File: src/rtl/triangle_osc.sv
// Handshaked phase-accumulator oscillator: triangle / sawtooth / square / silence,
// scaled by a saturating Q1.7 gain. Pitch, shape and gain changes land only on a phase wrap.
module triangle_osc #(
    parameter int width_p       = 12,
    parameter int phase_width_p = 24
) (
    input  logic                            clk_i,
    input  logic                            reset_i,
    input  logic        [phase_width_p-1:0] phase_inc_i,
    input  logic        [1:0]               mode_i,
    input  logic        [7:0]               gain_i,
    input  logic                            sync_i,
    input  logic                            ready_i,
    output logic signed [width_p-1:0]       data_o,
    output logic                            valid_o
);

    localparam int prod_w = width_p + 9;

    localparam logic [1:0] mode_tri = 2'd0;
    localparam logic [1:0] mode_saw = 2'd1;
    localparam logic [1:0] mode_sqr = 2'd2;

    localparam logic signed [prod_w-1:0] sat_max = {{10{1'b0}}, {(width_p-1){1'b1}}};
    localparam logic signed [prod_w-1:0] sat_min = {{10{1'b1}}, {(width_p-1){1'b0}}};

    // Signed shape times unsigned Q1.7 gain, floor-shifted back to unity and clamped.
    function automatic logic signed [width_p-1:0] gain_sat(
        input logic signed [width_p-1:0] s,
        input logic        [7:0]         g
    );
        logic signed [prod_w-1:0] a;
        logic signed [prod_w-1:0] b;
        logic signed [prod_w-1:0] prod;
        logic signed [prod_w-1:0] shifted;
        a       = {{9{s[width_p-1]}}, s};
        b       = {{(width_p+1){1'b0}}, g};
        prod    = a * b;
        shifted = prod >>> 7;
        if (shifted > sat_max) begin
            return sat_max[width_p-1:0];
        end else if (shifted < sat_min) begin
            return sat_min[width_p-1:0];
        end
        return shifted[width_p-1:0];
    endfunction

    logic [phase_width_p-1:0] phase_r;
    logic [phase_width_p-1:0] inc_q;
    logic [1:0]               mode_q;
    logic [7:0]               gain_q;
    logic                     prime_r;

    logic                     accept;
    logic [phase_width_p:0]   sum;
    logic                     wrap;
    logic [phase_width_p-1:0] phase_n;
    logic [phase_width_p-1:0] inc_n;
    logic [1:0]               mode_n;
    logic [7:0]               gain_n;

    always_comb begin
        accept  = valid_o & ready_i;
        sum     = {1'b0, phase_r} + {1'b0, inc_q};
        wrap    = sync_i | sum[phase_width_p];
        phase_n = sync_i ? '0 : sum[phase_width_p-1:0];
        inc_n   = wrap ? phase_inc_i : inc_q;
        mode_n  = wrap ? mode_i : mode_q;
        gain_n  = wrap ? gain_i : gain_q;
    end

    // The priming sample is taken at phase 0 with the parameters latched during reset.
    logic [width_p:0]         shape_top;
    logic [1:0]               shape_mode;
    logic [7:0]               shape_gain;
    logic [width_p-1:0]       tri_v;
    logic [width_p-1:0]       saw_v;
    logic signed [width_p-1:0] shape_v;
    logic signed [width_p-1:0] sample_n;

    always_comb begin
        shape_top  = prime_r ? '0 : phase_n[phase_width_p-1:phase_width_p-width_p-1];
        shape_mode = prime_r ? mode_q : mode_n;
        shape_gain = prime_r ? gain_q : gain_n;

        tri_v          = shape_top[width_p] ? ~shape_top[width_p-1:0] : shape_top[width_p-1:0];
        tri_v[width_p-1] = ~tri_v[width_p-1];
        saw_v          = shape_top[width_p:1];
        saw_v[width_p-1] = ~saw_v[width_p-1];

        case (shape_mode)
            mode_tri: shape_v = tri_v;
            mode_saw: shape_v = saw_v;
            mode_sqr: shape_v = shape_top[width_p] ? {1'b0, {(width_p-1){1'b1}}}
                                                   : {1'b1, {(width_p-1){1'b0}}};
            default:  shape_v = '0;
        endcase

        sample_n = gain_sat(shape_v, shape_gain);
    end

    always_ff @(posedge clk_i) begin
        if (reset_i) begin
            phase_r <= '0;
            data_o  <= '0;
            valid_o <= 1'b0;
            prime_r <= 1'b1;
            inc_q   <= phase_inc_i;
            mode_q  <= mode_i;
            gain_q  <= gain_i;
        end else if (prime_r) begin
            data_o  <= sample_n;
            valid_o <= 1'b1;
            prime_r <= 1'b0;
        end else if (accept) begin
            phase_r <= phase_n;
            inc_q   <= inc_n;
            mode_q  <= mode_n;
            gain_q  <= gain_n;
            data_o  <= sample_n;
        end
    end

endmodule

File: config.mk
export PLATFORM = sky130hd
export DESIGN_NAME = triangle_osc
export DESIGN_NICKNAME = d
export VERILOG_FILES = /design/src/rtl/triangle_osc.sv
export SDC_FILE = /design/constraint.sdc
export NUM_CORES = 1
export LEC_CHECK = 0
export ABC_AREA = 1
export CAP_MARGIN = 40
export CORE_UTILIZATION = 62
export DETAILED_ROUTE_END_ITERATION = 7
export PLACE_DENSITY = 0.9
export SYNTH_ARGS = -nofsm -noshare
export SYNTH_HDL_FRONTEND = slang
export SYNTH_SLANG_ARGS = --single-unit
File: constraint.sdc
create_clock -name clk_i -period 8.8 [get_ports clk_i]
set_clock_uncertainty 0.15 [all_clocks]
set_input_delay 1.32 -clock clk_i [delete_from_list [all_inputs] [get_ports clk_i]]
set_output_delay 1.32 -clock clk_i [all_outputs]
set_load 0.02 [all_outputs]
==> impl_results.md <==
- Worst skew pair latency: 0.35 ns
- Ys Warns: 0
- Worst setup SP type: flop
- Peak VDD IR: around 600 uV
- Kind of end point of the critical path: flop
- Final ANT Viol Nets: 0
- Mapped Nets: 1252
- Yosys cell types: 46
- Clock slew at reported path FFs: 0.07 ns
- Most frequent cell after synthesis: nand2_1
- Port bufs: 50
- First-pass GRT wire length: 33340 um
- Clock tree buffer depth: 2
- Total core area: 12620 um^2
- Average size of a mapped cell: 7.491 um^2
- Critical path class: flop to flop
- Most frequent CP cell: nand2_1
- Die area: 13440 um^2
- Area Overhead vs Synth: 13.13%
- Vias post-DR: slightly above 7000
- Hold-fix buffers at CTS: 0
- DR pass1 iterations: 6
- Rel. slew slack: 46.76%
- Top post-synthesis cells by count: nand2_1 (236), inv_1 (227), nor2_1 (111), fa_1 (78), ha_1 (62)
- Routed vias/inst: 5.556
- Dominant synthesized flop cell: dfxtp_1
- Worst path arrival time: 8.22 ns
- Initial core utilization: around 64%
- Worst setup margin: 0.6683 ns
- Final Cycle Share: between 90% and 100%
- Die width: between 100 and 150 um
- Site Rows: 41
- Area share of the largest cell type after synthesis: 19.41%
- DR WL met2: 9302 um
- Crit-path max cell delay: 0.64 ns
- Fin crit period: 8.132 ns
- Top Metal Used: met4
- Wirelength per Cell: 15.33 um
- Area contributors post-synth: fa_1 (19%), edfxtp_1 (13%), nand2_1 (11%)
- GR Util All Layers: 32.37%
- Synthesized flop and latch total: 72
- Final setup fails: 0
- Number of setup buffers added after CTS: 0
- Met3 wire length: ~1900 um
- Synthesized area: slightly above 8000 um^2
- Post-cts resize count: 0
- Post-Place Setup Slack: around 0.56 ns
- RSZ-0062 raised after global routing: false
- Die Y: 115.9 um
- Initial antenna violation count: 0
- Ys async rst share: 0%
- Worst slew pin tran: 0.7925 ns
- CTS Buf Count: 9
- Detailed Place HPWL: roughly 15000 um
- # clock sinks: 72
- CP Max Fanout: 11
- Wl on met1: 8296 um
- Largest area contributor in the netlist: fa_1
- Static leakage: 0.004739 uW
- Fmax: around 120 MHz
- Req. time, crit path: 8.89 ns
- CTS tree: done
- Critical-path top delay cell: fa_1
- Share of cells above drive strength 1: 7.590%
- H-tree lvl count: 3
- Sequential fraction of the synthesis area: 22.15%
- Number of flops mapped to enable cells by yosys: 34
- Final hold vios: 0
- Pins Over Slew Limit: 0
- Mapped Cells: 1074
- Status: completed
- Post-route DRC violation count: 0
- Fin nets: 1306
- Total routed wirelength: 20000 um
- Root Buffer: clkbuf_16
- Largest net degree at the start of global routing: 29
- Max cap viols: 0
- Gpl congestion: 0.9504
- Global route overflow: 0
- Post-route setup TNS: 0 ns
- 1st-iter DRT viols: just under 700
- Vias in the first global route: between 7000 and 8000
- Top Ports: 51
- Worst Hold Class: flop to flop
- Pwr dens: 283.3 nW/um^2
- # diodes: 0
[through the flow]
step	utilization (%)	area (um^2)	total power (uW)	hold WS, ns	cells
floorplan	-	8045	1821	0.2986	1074
global placement	69.33	8750	2114	0.3085	1287
detailed placement	69.67	8792	2169	0.3106	1289
CTS	72.12	9101	2572	0.3200	1305
global route	72.12	9101	2814	0.3457	1305
finish	72.12	9101	2579	0.3231	1305
[where the power goes]
part,leakage [uW],total (uW),switching [uW],internal [uW]
clock network,0.000149,390,165,225
registers,0.000641,417,21.2,395
logic,0.00395,1770,1140,627
[cell families after synthesis]
family / synth area share (%)
and+or+nand+nor: 23.51
adders and majority gates: 29.05
xor gates and xnor gates: 2.286
buffers and inverters: 11.94
DFF: 22.15
muxes: 0.9798
AOI/OAI and AO/OA: 10.08
[flip-flops by register name, indices dropped and copies added (netlist names)]
name	flops
inc_q	24
phase_r	24
data_o	12
gain_q	8
mode_q	2
prime_r	1
valid_o	1
[layout by cell type, fill, tap and decap left out, types with 6 or more instances in the layout]
| cell type | synthesis | layout |
|---|---|---|
| inv_1 | 227 | 227 |
| a21oi_2 | 11 | 11 |
| clkbuf_16 | 0 | 9 |
| xnor2_1 | 12 | 12 |
| a21oi_1 | 51 | 51 |
| mux2_2 | 7 | 7 |
| nand2_2 | 13 | 13 |
| or2_2 | 7 | 7 |
| dfxtp_1 | 38 | 38 |
| nor3_1 | 11 | 11 |
| a31oi_1 | 6 | 6 |
| fa_1 | 78 | 78 |
| buf_4 | 0 | 10 |
| clkdlybuf4s50_1 | 0 | 50 |
| ha_1 | 62 | 62 |
| nor2_1 | 111 | 111 |
| o21ai_0 | 50 | 50 |
| nand3_1 | 45 | 45 |
| xor2_1 | 9 | 9 |
| edfxtp_1 | 34 | 34 |
| nand2_1 | 236 | 236 |
[layout make-up]
cell class	count	area (um^2)
timing repair buffer	62	618.1
sequential	72	1782
fill	977	3518
clock inverter	7	83.83
inverter	233	874.6
multi-input combinational	750	5303
tap	172	215.2
clock buffer	9	225.2
[path summary, 6_finish.rpt]
kind / end / from / depth (start not counted) / slack, ns
worst max-delay path: data_o[0] / inc_q[0] / 45 / 0.67
worst min-delay path: phase_r[10] / phase_r[10] / 2 / 0.32
worst max register to register: data_o[0] / inc_q[0] / 45 / 0.67
worst min register to register: phase_r[10] / phase_r[10] / 2 / 0.32
[critical path, delay by kind of cell (launching register included)]
family	cells	cell delay, ns
DFF	1	0.36
AOI/OAI and AO/OA	10	1.87
and+or+nand+nor	17	1.59
adders and majority gates	7	2.93
buffers and inverters	11	1.10
[metal layers]
metal / vias to the layer above / GRT usage (%)
met5: - / 0
met3: 50 / 5.701
met2: 357 / 54.25
li1: 3443 / -
met1: 3401 / 42.32
met4: 0 / 11.20
Note: power is estimated with default switching activity, not from simulation.
